**src/rtl/nav_pkg.sv**
```systemverilog
// nav_pkg
// Shared constants and types for the navigation sequencer:
//   - one-hot combat modes driven to the velocity block
//   - one-hot position-control modes driven to the position block
//   - sequencer state encoding
//   - legality check for incoming mode commands
package nav_pkg;

  localparam logic [3:0] MODE_RESET   = 4'b0001;
  localparam logic [3:0] MODE_ATTACK  = 4'b0010;
  localparam logic [3:0] MODE_DEFENSE = 4'b0100;
  localparam logic [3:0] MODE_STEALTH = 4'b1000;

  localparam logic [3:0] POS_RESET  = 4'b0001;
  localparam logic [3:0] POS_NORMAL = 4'b0010;
  localparam logic [3:0] POS_JUMP   = 4'b0100;

  typedef enum logic [2:0] {
    ST_IDLE     = 3'd0,
    ST_CRUISE   = 3'd1,
    ST_SPOOL    = 3'd2,
    ST_JUMP     = 3'd3,
    ST_COOLDOWN = 3'd4
  } nav_state_t;

  // Only the three combat modes may be commanded; MODE_RESET, zero and
  // multi-hot patterns are rejected.
  function automatic logic is_legal_mode(input logic [3:0] m);
    return (m == MODE_ATTACK) || (m == MODE_DEFENSE) || (m == MODE_STEALTH);
  endfunction

endpackage

```
**src/rtl/nav_sequencer_if.sv**
```systemverilog
// nav_sequencer_if
// Pilot-side control bundle of the navigation sequencer.
//   master : pilot logic (drives launch/halt/cmd/jump requests, reads outputs)
//   slave  : nav_sequencer (reads requests, drives modes, target and pulses)
// jump_target / jump_position are packed {Z,Y,X}, K bits per axis.
interface nav_sequencer_if #(
  parameter int K = 16
) ();

  logic             launch;
  logic             halt;
  logic             cmd_valid;
  logic [3:0]       cmd_mode;
  logic             jump_req;
  logic [3*K-1:0]   jump_target;
  logic             abort;

  logic [3:0]       mode;
  logic [3:0]       pos_mode;
  logic [3*K-1:0]   jump_position;
  logic             jump_ack;
  logic             jump_err;
  logic             jump_done;
  logic             busy;

  modport master (
    output launch, halt, cmd_valid, cmd_mode, jump_req, jump_target, abort,
    input  mode, pos_mode, jump_position, jump_ack, jump_err, jump_done, busy
  );

  modport slave (
    input  launch, halt, cmd_valid, cmd_mode, jump_req, jump_target, abort,
    output mode, pos_mode, jump_position, jump_ack, jump_err, jump_done, busy
  );

endinterface

```
**src/rtl/nav_countdown.sv**
```systemverilog
// nav_countdown
// Down-counter used to time the SPOOL and COOLDOWN phases.
//   clk, reset  : clock, synchronous active-high reset
//   clear       : force count to zero (highest priority after reset)
//   load        : load load_value
//   dec         : decrement, only while count > 1 so the counter never wraps
//   expire      : count == 1, i.e. this is the last cycle of the phase
module nav_countdown #(
  parameter int CW = 8
) (
  input  logic          clk,
  input  logic          reset,
  input  logic          clear,
  input  logic          load,
  input  logic [CW-1:0] load_value,
  input  logic          dec,
  output logic          expire
);

  logic [CW-1:0] count_reg;

  always_ff @(posedge clk) begin
    if (reset) begin
      count_reg <= '0;
    end else if (clear) begin
      count_reg <= '0;
    end else if (load) begin
      count_reg <= load_value;
    end else if (dec && (count_reg > CW'(1))) begin
      count_reg <= count_reg - CW'(1);
    end
  end

  assign expire = (count_reg == CW'(1));

endmodule

```
**src/rtl/nav_sequencer.sv**
```systemverilog
// nav_sequencer
// Owns the control inputs of the position/velocity datapath. Issues the
// one-hot combat mode and position mode every cycle, accepts jump requests
// over a req/ack handshake and runs each jump through SPOOL -> JUMP ->
// COOLDOWN.
//   clk    : clock, all state updates on posedge
//   reset  : synchronous, active-high
//   bus    : nav_sequencer_if.slave (launch/halt/cmd/jump inputs,
//            mode/pos_mode/jump_position/pulses/busy outputs)
// Every output is a register; output values are computed from the next
// state so they line up with the state they describe.
module nav_sequencer
  import nav_pkg::*;
#(
  parameter int k               = 16,
  parameter int SPOOL_CYCLES    = 4,
  parameter int COOLDOWN_CYCLES = 8,
  parameter int CW              = 8
) (
  input  logic            clk,
  input  logic            reset,
  nav_sequencer_if.slave  bus
);

  localparam logic [CW-1:0] SPOOL_LOAD    = CW'(SPOOL_CYCLES);
  localparam logic [CW-1:0] COOLDOWN_LOAD = CW'(COOLDOWN_CYCLES);

  nav_state_t    state_reg, state_next;
  logic [3:0]    cur_mode_reg, cur_mode_next;
  logic [3:0]    mode_reg, mode_next;
  logic [3:0]    pos_mode_reg, pos_mode_next;
  logic          ack_reg, ack_next;
  logic          err_reg, err_next;
  logic          done_reg, done_next;
  logic          busy_reg, busy_next;

  logic          cnt_clear;
  logic          cnt_load;
  logic [CW-1:0] cnt_load_value;
  logic          cnt_dec;
  logic          cnt_expire;
  logic          latch_target;

  nav_countdown #(
    .CW(CW)
  ) u_countdown (
    .clk        (clk),
    .reset      (reset),
    .clear      (cnt_clear),
    .load       (cnt_load),
    .load_value (cnt_load_value),
    .dec        (cnt_dec),
    .expire     (cnt_expire)
  );

  // State register and registered outputs.
  always_ff @(posedge clk) begin
    if (reset) begin
      state_reg    <= ST_IDLE;
      cur_mode_reg <= MODE_ATTACK;
      mode_reg     <= MODE_RESET;
      pos_mode_reg <= POS_RESET;
      ack_reg      <= 1'b0;
      err_reg      <= 1'b0;
      done_reg     <= 1'b0;
      busy_reg     <= 1'b0;
    end else begin
      state_reg    <= state_next;
      cur_mode_reg <= cur_mode_next;
      mode_reg     <= mode_next;
      pos_mode_reg <= pos_mode_next;
      ack_reg      <= ack_next;
      err_reg      <= err_next;
      done_reg     <= done_next;
      busy_reg     <= busy_next;
    end
  end

  // Next-state logic. Event priority inside each state follows
  // halt > abort > counter expiry > jump_req.
  always_comb begin
    state_next     = state_reg;
    cur_mode_next  = cur_mode_reg;
    ack_next       = 1'b0;
    err_next       = 1'b0;
    done_next      = 1'b0;
    cnt_clear      = 1'b0;
    cnt_load       = 1'b0;
    cnt_load_value = '0;
    cnt_dec        = 1'b0;
    latch_target   = 1'b0;

    // Mode commands apply alongside any other event, except while parked.
    if ((state_reg != ST_IDLE) && bus.cmd_valid && is_legal_mode(bus.cmd_mode)) begin
      cur_mode_next = bus.cmd_mode;
    end

    case (state_reg)
      ST_IDLE: begin
        if (bus.launch) begin
          state_next = ST_CRUISE;
        end
      end

      ST_CRUISE: begin
        if (bus.halt) begin
          state_next = ST_IDLE;
          cnt_clear  = 1'b1;
        end else if (bus.jump_req) begin
          // Acceptance is judged on the mode in force, not one arriving now.
          if (cur_mode_reg == MODE_STEALTH) begin
            err_next = 1'b1;
          end else begin
            latch_target   = 1'b1;
            cnt_load       = 1'b1;
            cnt_load_value = SPOOL_LOAD;
            ack_next       = 1'b1;
            state_next     = ST_SPOOL;
          end
        end
      end

      ST_SPOOL: begin
        if (bus.halt) begin
          state_next = ST_IDLE;
          cnt_clear  = 1'b1;
        end else if (bus.abort) begin
          state_next = ST_CRUISE;
          cnt_clear  = 1'b1;
        end else if (cnt_expire) begin
          state_next = ST_JUMP;
        end else begin
          cnt_dec = 1'b1;
        end
      end

      ST_JUMP: begin
        // The jump always lands; a halt here only replaces COOLDOWN by IDLE.
        done_next = 1'b1;
        if (bus.halt) begin
          state_next = ST_IDLE;
          cnt_clear  = 1'b1;
        end else begin
          cnt_load       = 1'b1;
          cnt_load_value = COOLDOWN_LOAD;
          state_next     = ST_COOLDOWN;
        end
      end

      ST_COOLDOWN: begin
        // jump_req is deliberately not looked at here; it waits for CRUISE.
        if (bus.halt) begin
          state_next = ST_IDLE;
          cnt_clear  = 1'b1;
        end else if (cnt_expire) begin
          state_next = ST_CRUISE;
          cnt_clear  = 1'b1;
        end else begin
          cnt_dec = 1'b1;
        end
      end

      default: begin
        state_next = ST_IDLE;
        cnt_clear  = 1'b1;
      end
    endcase
  end

  // Output decode from the state being entered, so mode/pos_mode/busy are
  // registered in the same edge as the state itself.
  always_comb begin
    mode_next     = MODE_RESET;
    pos_mode_next = POS_RESET;
    busy_next     = 1'b0;
    case (state_next)
      ST_IDLE: begin
        mode_next     = MODE_RESET;
        pos_mode_next = POS_RESET;
      end
      ST_CRUISE: begin
        mode_next     = cur_mode_next;
        pos_mode_next = POS_NORMAL;
      end
      ST_SPOOL: begin
        mode_next     = MODE_DEFENSE;
        pos_mode_next = POS_NORMAL;
        busy_next     = 1'b1;
      end
      ST_JUMP: begin
        mode_next     = MODE_DEFENSE;
        pos_mode_next = POS_JUMP;
        busy_next     = 1'b1;
      end
      ST_COOLDOWN: begin
        mode_next     = cur_mode_next;
        pos_mode_next = POS_NORMAL;
        busy_next     = 1'b1;
      end
      default: begin
        mode_next     = MODE_RESET;
        pos_mode_next = POS_RESET;
      end
    endcase
  end

  // Per-axis target latch; the position only changes when a request is
  // accepted and otherwise holds across jumps.
  logic [2:0][k-1:0] axis_position;

  genvar gi;
  generate
    for (gi = 0; gi < 3; gi++) begin : g_axis
      logic [k-1:0] axis_reg;

      always_ff @(posedge clk) begin
        if (reset) begin
          axis_reg <= '0;
        end else if (latch_target) begin
          axis_reg <= bus.jump_target[gi*k +: k];
        end
      end

      assign axis_position[gi] = axis_reg;
    end
  endgenerate

  assign bus.jump_position = axis_position;
  assign bus.mode          = mode_reg;
  assign bus.pos_mode      = pos_mode_reg;
  assign bus.jump_ack      = ack_reg;
  assign bus.jump_err      = err_reg;
  assign bus.jump_done     = done_reg;
  assign bus.busy          = busy_reg;

endmodule

```
**src/flat_wrapper.sv**
```systemverilog
// flat-port wrapper written by rule: the top's interface ports become plain ports
module nav_sequencer_flat import nav_pkg::*;
#(
  parameter int k               = 16,
  parameter int SPOOL_CYCLES    = 4,
  parameter int COOLDOWN_CYCLES = 8,
  parameter int CW              = 8
)
  (clk, reset, bus_launch, bus_halt, bus_cmd_valid, bus_cmd_mode, bus_jump_req, bus_jump_target, bus_abort, bus_mode, bus_pos_mode, bus_jump_position, bus_jump_ack, bus_jump_err, bus_jump_done, bus_busy);
  nav_sequencer_if #(.K((16))) bus_i ();
  input  logic clk;
  input  logic reset;
  input wire logic [$bits(bus_i.launch)-1:0] bus_launch;
  input wire logic [$bits(bus_i.halt)-1:0] bus_halt;
  input wire logic [$bits(bus_i.cmd_valid)-1:0] bus_cmd_valid;
  input wire logic [$bits(bus_i.cmd_mode)-1:0] bus_cmd_mode;
  input wire logic [$bits(bus_i.jump_req)-1:0] bus_jump_req;
  input wire logic [$bits(bus_i.jump_target)-1:0] bus_jump_target;
  input wire logic [$bits(bus_i.abort)-1:0] bus_abort;
  output wire logic [$bits(bus_i.mode)-1:0] bus_mode;
  output wire logic [$bits(bus_i.pos_mode)-1:0] bus_pos_mode;
  output wire logic [$bits(bus_i.jump_position)-1:0] bus_jump_position;
  output wire logic [$bits(bus_i.jump_ack)-1:0] bus_jump_ack;
  output wire logic [$bits(bus_i.jump_err)-1:0] bus_jump_err;
  output wire logic [$bits(bus_i.jump_done)-1:0] bus_jump_done;
  output wire logic [$bits(bus_i.busy)-1:0] bus_busy;
  assign bus_i.launch = bus_launch;
  assign bus_i.halt = bus_halt;
  assign bus_i.cmd_valid = bus_cmd_valid;
  assign bus_i.cmd_mode = bus_cmd_mode;
  assign bus_i.jump_req = bus_jump_req;
  assign bus_i.jump_target = bus_jump_target;
  assign bus_i.abort = bus_abort;
  assign bus_mode = bus_i.mode;
  assign bus_pos_mode = bus_i.pos_mode;
  assign bus_jump_position = bus_i.jump_position;
  assign bus_jump_ack = bus_i.jump_ack;
  assign bus_jump_err = bus_i.jump_err;
  assign bus_jump_done = bus_i.jump_done;
  assign bus_busy = bus_i.busy;
  nav_sequencer #(.k(k), .SPOOL_CYCLES(SPOOL_CYCLES), .COOLDOWN_CYCLES(COOLDOWN_CYCLES), .CW(CW)) u_core (.clk(clk), .reset(reset), .bus(bus_i));
endmodule
```
**config.mk**
```make
export PLATFORM = sky130hd
export DESIGN_NAME = nav_sequencer_flat
export DESIGN_NICKNAME = d
export VERILOG_FILES = /design/src/rtl/nav_pkg.sv /design/src/rtl/nav_sequencer_if.sv /design/src/rtl/nav_countdown.sv /design/src/rtl/nav_sequencer.sv /design/src/flat_wrapper.sv
export SDC_FILE = /design/constraint.sdc
export NUM_CORES = 1
export LEC_CHECK = 0
export CORE_ASPECT_RATIO = 1.5
export CORE_UTILIZATION = 31
export CTS_CLUSTER_SIZE = 14
export DETAILED_ROUTE_END_ITERATION = 12
export GPL_ROUTABILITY_DRIVEN = 0
export HOLD_SLACK_MARGIN = 0.12
export PLACE_DENSITY = 0.63
export SLEW_MARGIN = 40
export SYNTH_ARGS = -nofsm -noshare
export SYNTH_HDL_FRONTEND = slang
export SYNTH_SLANG_ARGS = --single-unit
```
**constraint.sdc**
```tcl
create_clock -name clk -period 4.9 [get_ports clk]
set_input_delay 0.98 -clock clk [delete_from_list [all_inputs] [get_ports clk]]
set_output_delay 0.98 -clock clk [all_outputs]
set_load 0.01 [all_outputs]
```
Yosys cells after proc, flatten, opt, wreduce, memory -nomap -nowiden. Cells that the tools add are included.

Add/subtract/negate cells: 1. Muxes and demuxes: 41. Reductions and logical operators: 15. Bitwise gates (word level): 2. Equality and inequality tests: 13. Order comparisons: 1.

Operators by type and width (count): $mux W3 (11); $mux W8 (4); $mux W1 (17); $pmux W8 S2 (1); $pmux W3 S5 (1); $eq A3 B2 Y1 const B (4); $eq A4 B4 Y1 const B (2); $eq A8 B1 Y1 const B (1); $gt A8 B1 Y1 const B (1); $mux W4 (2); $pmux W4 S2 (1); $reduce_or A2 Y1 (4); $sub A8 B1 Y8 const B (1); $eq A3 B1 Y1 const B (2); $eq A3 B3 Y1 const B (2); $pmux W3 S2 (1); $reduce_or A3 Y1 (2); $eq A4 B2 Y1 const B (1); $eq A4 B3 Y1 const B (1); $pmux W1 S2 (2); $pmux W1 S4 (1); $reduce_or A4 Y1 (1); $logic_and A1 B1 Y1 (3); $logic_not A3 Y1 (1); other kinds (4) (6).

Flip-flop bits (word level): 75. Input bits: 59. Output and inout port bits: 60.

Depth between registers and ports, before layout. Gate-level depths: netlist of run 1.

Word-level depth: 8. Mapped depth: 7.

Modules after synthesis. Synthesis of run 1 repeated with hierarchy kept, for this count alone.

Cell total of the unflattened synthesis: 368. Area total of the unflattened synthesis: 3029.2 um^2.

Modules (own cells, without submodules): nav_sequencer (cells an instance 307, instances 1, seq. area each 1321.3 um^2, area each 2531.2 um^2); nav_countdown (cells an instance 61, instances 1, seq. area each 160.2 um^2, area each 498.0 um^2).

Least setup slack after synthesis of run 1. OpenSTA, ideal clock, no wires.

Path kind: input-to-reg. Start: input bus_halt. End: register u_core.g_axis[0].axis_reg[3]. Setup slack: 2.709 ns. Stages: 7. Data arrival time: 2.121 ns. Setup time: 0.071 ns. Buffers on the path: 3. Cell sequence: nor2_1 > and4_1 > clkbuf_1 > buf_2 > buf_2 > nand2_1 > a21oi_1.

Longest elaborated chain between the ends: 2.

Ends and longest elaborated chain: from (decl) (RTL line flat_wrapper.sv:14) `input wire logic [$bits(bus_i.halt)-1:0] bus_halt;`; $mux W1 (RTL line nav_sequencer.sv:106) `if (bus.halt) begin`; $mux W1 (RTL line nav_sequencer.sv:98) `case (state_reg)`; to (signal assigned) (RTL line nav_sequencer.sv:220) `axis_reg <= bus.jump_target[gi*k +: k];`; to (decl) (RTL line nav_sequencer.sv:214) `logic [k-1:0] axis_reg;`.

Every way passes these cells. A chain may end at the register's enable or synchronous reset.

Worst setup path after layout of run 1.
Start: input bus_halt. End: register u_core.mode_reg[0] (netlist: u_core.bus.mode[0]).

Longest elaborated chain between the ends: 5. Elaborated cells between the ends (all ways): 12. Classes of those cells: 4 x eq/ne; 6 x mux; 2 x reduce/logical.

Ends and longest elaborated chain: $mux W3 (on tied branches); $pmux W3 S5 (*) (RTL line nav_sequencer.sv:98); $eq A3 B1 Y1, or another cell as far along (RTL line nav_sequencer.sv:176) `case (state_next)`; $reduce_or A2 Y1 (no source line); $pmux W4 S2 (*) (RTL line nav_sequencer.sv:176); to (signal assigned) (RTL line nav_sequencer.sv:70) `mode_reg <= mode_next;`; to (decl) (RTL line nav_sequencer.sv:30) `logic [3:0] mode_reg, mode_next;`.

Mark *: on every way between the ends. The rest lies on a longest branch, timed or not.

==> qor.csv, run 1 <==
metric,value,unit
outcome,completed,
# DRC,0,
# clock sinks,74,
area delta synth->final,50.2,%
post-synthesis sequential area ratio,50.1,%
peak supply drop,0.237,mV
post-route ant nets,0,
PortBufs,117,
WS Path Type,input port to flip-flop,
post-synthesis cell count,358,
number of flip-flops in the largest register,48,
Syn. warnings,0,
sequential share of power,46.3,%
total routed wirelength,7.78,mm
Slew headroom,56.4,%
worst-margin pin slew,0.655,ns
Synth Area in Adders,0.847,%
Tmin final,2.64,ns
via count of the routed design,2767,
Top Layer Used,met4,
cts bufs inserted,9,
endpoints failing hold,0,
Core Area,9250,um^2
Root Buffer,clkbuf_16,
die area,9940,um^2
Syn Std Cell Area,2960,um^2
ys flop type,dfxtp_1,
Initial Util,31.9,%
Total GRT Usage,16.3,%
Gate power share,10.0,%
Pwr Total,1.35,mW
Post-Layout Inst Area,4440,um^2
post-DR wirelength/cell,13.4,um
metal3 WL,403,um
CTS resizes,0,
Critical Path RT,5.10,ns
placed inst area,4170,um^2
post-synth cell types,46,
clock network fraction of design power,43.7,%
DRT iter0 DRCs,128,
switch share,22.2,%
Tightest Hold Check Type,flip-flop to flip-flop,
CTS max path bufs,2,
worst-path fanout max,50,
metal2 WL,4.06,mm
R2R Setup Slk,2.93,ns
"Net Count, Synth",419,
DR pass1 iterations,4,
Post-synth EDFFs,0,
Worst Skew,0.00593,ns
Post-Syn Area per Cell,8.26,um^2
sw power,299,uW
CP endpoint,u_core.bus.mode[0]$_SDFF_PP1_,
main combinational cell family by area after synthesis,simple AND/OR/NAND/NOR gates,
maximum clock frequency,0.378,GHz
Synth Area in XOR/XNOR,2.07,%
maximum capacitance violations,0,
Critical Path Start,bus_halt,
first-pass GRT wire length,12.4,mm
Reg-to-Reg Start,u_core.cur_mode_reg[1]$_SDFF_PP1_,
"leading cell type in the layout, fill and taps excluded",clkdlybuf4s50_1,
Seq cells post-synth,74,
WHS,0.451,ns
RSZ-0062 raised after global routing,no,
num rows,43,
final period utilization,53.9,%
GR Overflow Total,0,
Final setup viols,0,
Pleak,1.53,nW
TNS Setup,0,ns
WL met1,3.14,mm
post-synthesis simple-gate area fraction,25.2,%
clock latency at the later pin of the worst-skew pair,0.33,ns
Max H-tree Level,3,
initial antenna violation count,0,
number of diodes,0,
share of layout cells above drive strength 1,6.20,%
worst r2r path cells,5,
vias in the first global route,2663,
internal power,1.05,mW
DP HPWL,5.47,mm
complex-gate fraction of the synthesized area,17.2,%
Pwr Density,303,nW/um^2
DIE WIDTH,81.7,um
Setup crit end kind,flip-flop,
reg2reg end,u_core.g_axis[2].axis_reg[2]$_SDFFE_PP0P_,
Worst Setup Start Kind,input port,
"Clk pin slew, worst setup/hold paths",0.05,ns
CTS tree,built,
Crit path arrival time,2.85,ns
Die H,122,um
post-CTS setup buffers,0,
Max Slew Vio Count,0,
vias per cell,4.77,
hold buffers post-CTS,0,
largest net degree at the start of global routing,61,
mux contribution to synthesized area,0.339,%
"Net count, final",524,
Ports,119,
ys async rst share,0,%
most frequent cells in the layout,"116 x clkdlybuf4s50_1, 105 x nand2_1, 74 x dfxtp_1",
==> Yosys cell counts, types with 2 or more instances <==
| cell type | instances | share of area, % |
|---|---|---|
| buf_1 | 3 | 0.38 |
| or4b_4 | 2 | 0.93 |
| a211oi_2 | 2 | 0.85 |
| inv_1 | 5 | 0.64 |
| a31oi_1 | 4 | 0.85 |
| nor2_1 | 18 | 2.3 |
| clkbuf_1 | 14 | 1.8 |
| nor3b_2 | 2 | 0.85 |
| a21o_1 | 4 | 1.0 |
| nor4_1 | 3 | 0.64 |
| a21oi_1 | 50 | 8.5 |
| or2_2 | 2 | 0.42 |
| nand2_1 | 105 | 13 |
| a21oi_2 | 2 | 0.59 |
| xnor2_1 | 6 | 1.8 |
| nor3_1 | 5 | 0.85 |
| nand3_1 | 4 | 0.68 |
| or3_1 | 3 | 0.64 |
| nor2b_1 | 3 | 0.64 |
| ha_1 | 2 | 0.85 |
| nand3b_1 | 3 | 0.76 |
| a211oi_1 | 3 | 0.76 |
| nand2b_1 | 2 | 0.42 |
| o21ai_0 | 10 | 1.7 |
| buf_2 | 6 | 1.0 |
| dfxtp_1 | 74 | 50 |
| a311oi_1 | 2 | 0.59 |
==> per-stage QoR <==
stage	instances	setup slack, ns	util (%)
floorplan	358	2.71	-
global placement	564	1.68	45.1
detailed placement	564	1.90	45.1
CTS	580	2.24	48.0
global route	580	2.02	48.0
finish	580	2.26	48.0
==> layer usage <==
layer	vias to the layer above	GRT usage, %
met5	-	0
met4	0	7.02
met3	11	3.97
met2	80	28.6
met1	1263	18.3
li1	1413	-
==> worst min path at each step <==
| stage | from | to | cells after the start |
|---|---|---|---|
| finish | u_core.g_axis[2].axis_reg[13]$_SDFFE_PP0P_ | u_core.g_axis[2].axis_reg[13]$_SDFFE_PP0P_ | 2 |
| global route | u_core.g_axis[0].axis_reg[0]$_SDFFE_PP0P_ | u_core.g_axis[0].axis_reg[0]$_SDFFE_PP0P_ | 2 |
| CTS | u_core.g_axis[1].axis_reg[6]$_SDFFE_PP0P_ | u_core.g_axis[1].axis_reg[6]$_SDFFE_PP0P_ | 2 |
| detailed placement | u_core.g_axis[2].axis_reg[13]$_SDFFE_PP0P_ | u_core.g_axis[2].axis_reg[13]$_SDFFE_PP0P_ | 2 |
| global placement | u_core.g_axis[2].axis_reg[10]$_SDFFE_PP0P_ | u_core.g_axis[2].axis_reg[10]$_SDFFE_PP0P_ | 2 |
| floorplan | u_core.cur_mode_reg[0]$_SDFF_PP0_ | u_core.cur_mode_reg[0]$_SDFF_PP0_ | 2 |
==> worst max-delay path: stages <==
cell	delay, ns
clkdlybuf4s50_1	0.52
nor2_1	0.32
and4_4	0.66
a21oi_2	0.12
nor2_1	0.18
a31oi_1	0.06
==> final cells by class <==
cell class	count	area [um^2]
clock buffers	14	254
flip-flops and latches	74	1480
repair buffers	118	1180
inverters	5	18.8
clock inverters	2	12.5
well taps	112	140
multi-input cells	255	1360
fillers	908	4810
==> kinds of logic (layout without fill, tap and decap cells) <==
group / Yosys count / after routing
simple gates: 158 / 158
compound gates: 86 / 86
flops: 74 / 74
buf+inv: 29 / 139
xor+xnor: 7 / 7
fa+ha+maj: 2 / 2
other cells: 1 / 1
mux: 1 / 1
==> power by group through the flow <==
stage | sequential (mW) | clock, mW | combinational [mW]
after detailed placement | 0.636 | 0 | 0.135
after floorplan | 0.639 | 0 | 0.0500
after global routing | 0.624 | 0.633 | 0.147
after CTS | 0.623 | 0.606 | 0.136
after global placement | 0.636 | 0 | 0.134
final | 0.623 | 0.589 | 0.134
Power figures use the tool's default switching activity.
==> run 2: changes to the inputs <==
==> constraint.sdc (replaced) <==
create_clock -name clk -period 2.7 [get_ports clk]
set_input_delay 0.54 -clock clk [delete_from_list [all_inputs] [get_ports clk]]
set_output_delay 0.54 -clock clk [all_outputs]
set_load 0.01 [all_outputs]
==> qor.csv, run 2 (synthesis results as in run 1) <==
metric,value,unit,change
Root Buffer,clkbuf_16,,
worst-path fanout max,7,,-86%
Core Area,9250,um^2,unchanged
DR pass1 iterations,4,,unchanged
PortBufs,117,,unchanged
Worst Skew,0.00930,ns,+0.00337 ns
Max H-tree Level,3,,unchanged
DRT iter0 DRCs,99,,-23%
GR Overflow Total,0,,unchanged
# clock sinks,74,,unchanged
num rows,43,,unchanged
Tightest Hold Check Type,flip-flop to flip-flop,,
area delta synth->final,53.4,%,
DP HPWL,5.47,mm,about the same
Die H,122,um,unchanged
Inst Count DP,567,,+0.53%
"Net count, final",527,,+0.57%
outcome,completed,,
hold buffers post-CTS,0,,unchanged
WP buf/inv,1,,unchanged
Total GRT Usage,15.7,%,-0.65 points
Crit-path slowest cell,clkdlybuf4s50_1,,
Crit path arrival time,2.34,ns,-0.51 ns
clock latency at the later pin of the worst-skew pair,0.33,ns,about the same
Tmin final,2.10,ns,
number of diodes,0,,unchanged
CTS max path bufs,2,,unchanged
WS Path Type,input port to flip-flop,,
post-CTS setup buffers,0,,unchanged
Pwr Density,588,nW/um^2,+94%
first-pass GRT wire length,11.9,mm,-4.4%
Util after Layout,49.0,%,+1.0 points
RSZ-0062 raised after global routing,no,,
CTS resizes,0,,unchanged
Final setup viols,0,,unchanged
Crit path largest cell delay,0.53,ns,-0.13 ns
Pleak,1.58,nW,+3.4%
cts bufs inserted,9,,unchanged
Initial Util,31.9,%,unchanged
fin cells,583,,+0.52%
CP top delay family,compound AO/OA/AOI/OAI gates,,
vias in the first global route,2514,,-5.6%
largest net degree at the start of global routing,50,,-18%
Critical Path RT,2.95,ns,-2.15 ns
share of layout cells above drive strength 1,7.43,%,+1.2 points
"leading cell type in the layout, fill and taps excluded",clkdlybuf4s50_1,,
die area,9940,um^2,unchanged
Setup crit end kind,flip-flop,,
Ports,119,,unchanged
peak supply drop,0.372,mV,+57%
DIE WIDTH,81.7,um,unchanged
maximum capacitance violations,0,,unchanged
CTS tree,built,,
post-route ant nets,0,,unchanged
endpoints failing hold,0,,unchanged
via count of the routed design,2781,,+0.51%
most frequent cells in the layout,"116 x clkdlybuf4s50_1, 105 x nand2_1, 74 x dfxtp_1",,
WHS,0.453,ns,+0.00271 ns
final period utilization,77.6,%,
initial antenna violation count,0,,unchanged
number of flip-flops in the largest register,48,,unchanged
vias per cell,4.77,,about the same
post-DR wirelength/cell,13.2,um,-1.9%
maximum clock frequency,0.477,GHz,
total routed wirelength,7.67,mm,-1.4%
Max Slew Vio Count,0,,unchanged
"Clk pin slew, worst setup/hold paths",0.06,ns,about the same
TNS Setup,0,ns,unchanged
"Cell Chain, Critical Path","clkdlybuf4s50_1, nor2_1, a22oi_1, a311oi_1, nand3_1, a211oi_1",,
Worst Setup Start Kind,input port,,
# DRC,0,,unchanged
run 2: cell type report:
type                       instances  area [um^2]
multi-input combinational        255         1360
timing repair buffer             121         1210
inverter                           5         18.8
fill                             892         4720
sequential                        74         1480
clock buffer                      12          256
tap                              112          140
clock inverter                     4         73.8
run 2: per-layer routing:
layer | global-route usage, % | share of wire (%) | wire, um
met3 | 3.22 | 5.5 | 423
met4 | 8.33 | 2.1 | 159
met1 | 17.7 | 41 | 3170
met2 | 26.9 | 51 | 3910
met5 | 0 | 0 | 0
run 2: where the power goes:
| part | internal (mW) | switching [mW] |
|---|---|---|
| Clock | 0.859 | 0.432 |
| Sequential | 1.12 | 0.0140 |
| Combinational | 0.141 | 0.105 |
run 2: worst min-delay path, delay by kind of cell, from the launching register on:
family / cells / cell delay [ns]
AND/OR/NAND/NOR: 1 / 0.05
AO/OA/AOI/OAI: 1 / 0.05
flip-flops: 1 / 0.31
run 2: worst paths after layout:
check | start | end | slack [ns] | depth (start not counted)
setup / recovery | bus_halt | u_core.u_countdown.count_reg[1]$_SDFFE_PP0P_ | 0.60 | 6
hold / removal | u_core.g_axis[2].axis_reg[7]$_SDFFE_PP0P_ | u_core.g_axis[2].axis_reg[7]$_SDFFE_PP0P_ | 0.45 | 2
setup reg to reg | u_core.u_countdown.count_reg[1]$_SDFFE_PP0P_ | u_core.bus.mode[1]$_SDFF_PP0_ | 0.74 | 7
hold reg to reg | u_core.g_axis[2].axis_reg[7]$_SDFFE_PP0P_ | u_core.g_axis[2].axis_reg[7]$_SDFFE_PP0P_ | 0.45 | 2
run 2: through the flow:
step | instance area [um^2] | setup WS (ns) | power, mW
6_report | 4530 | 0.605 | 2.67
5_1_grt | 4530 | 0.477 | 2.78
4_1_cts | 4530 | 0.620 | 2.70
3_5_place_dp | 4200 | 0.272 | 1.40
3_3_place_gp | 4200 | 0.314 | 1.40
2_1_floorplan | 2960 | 0.929 | 1.25
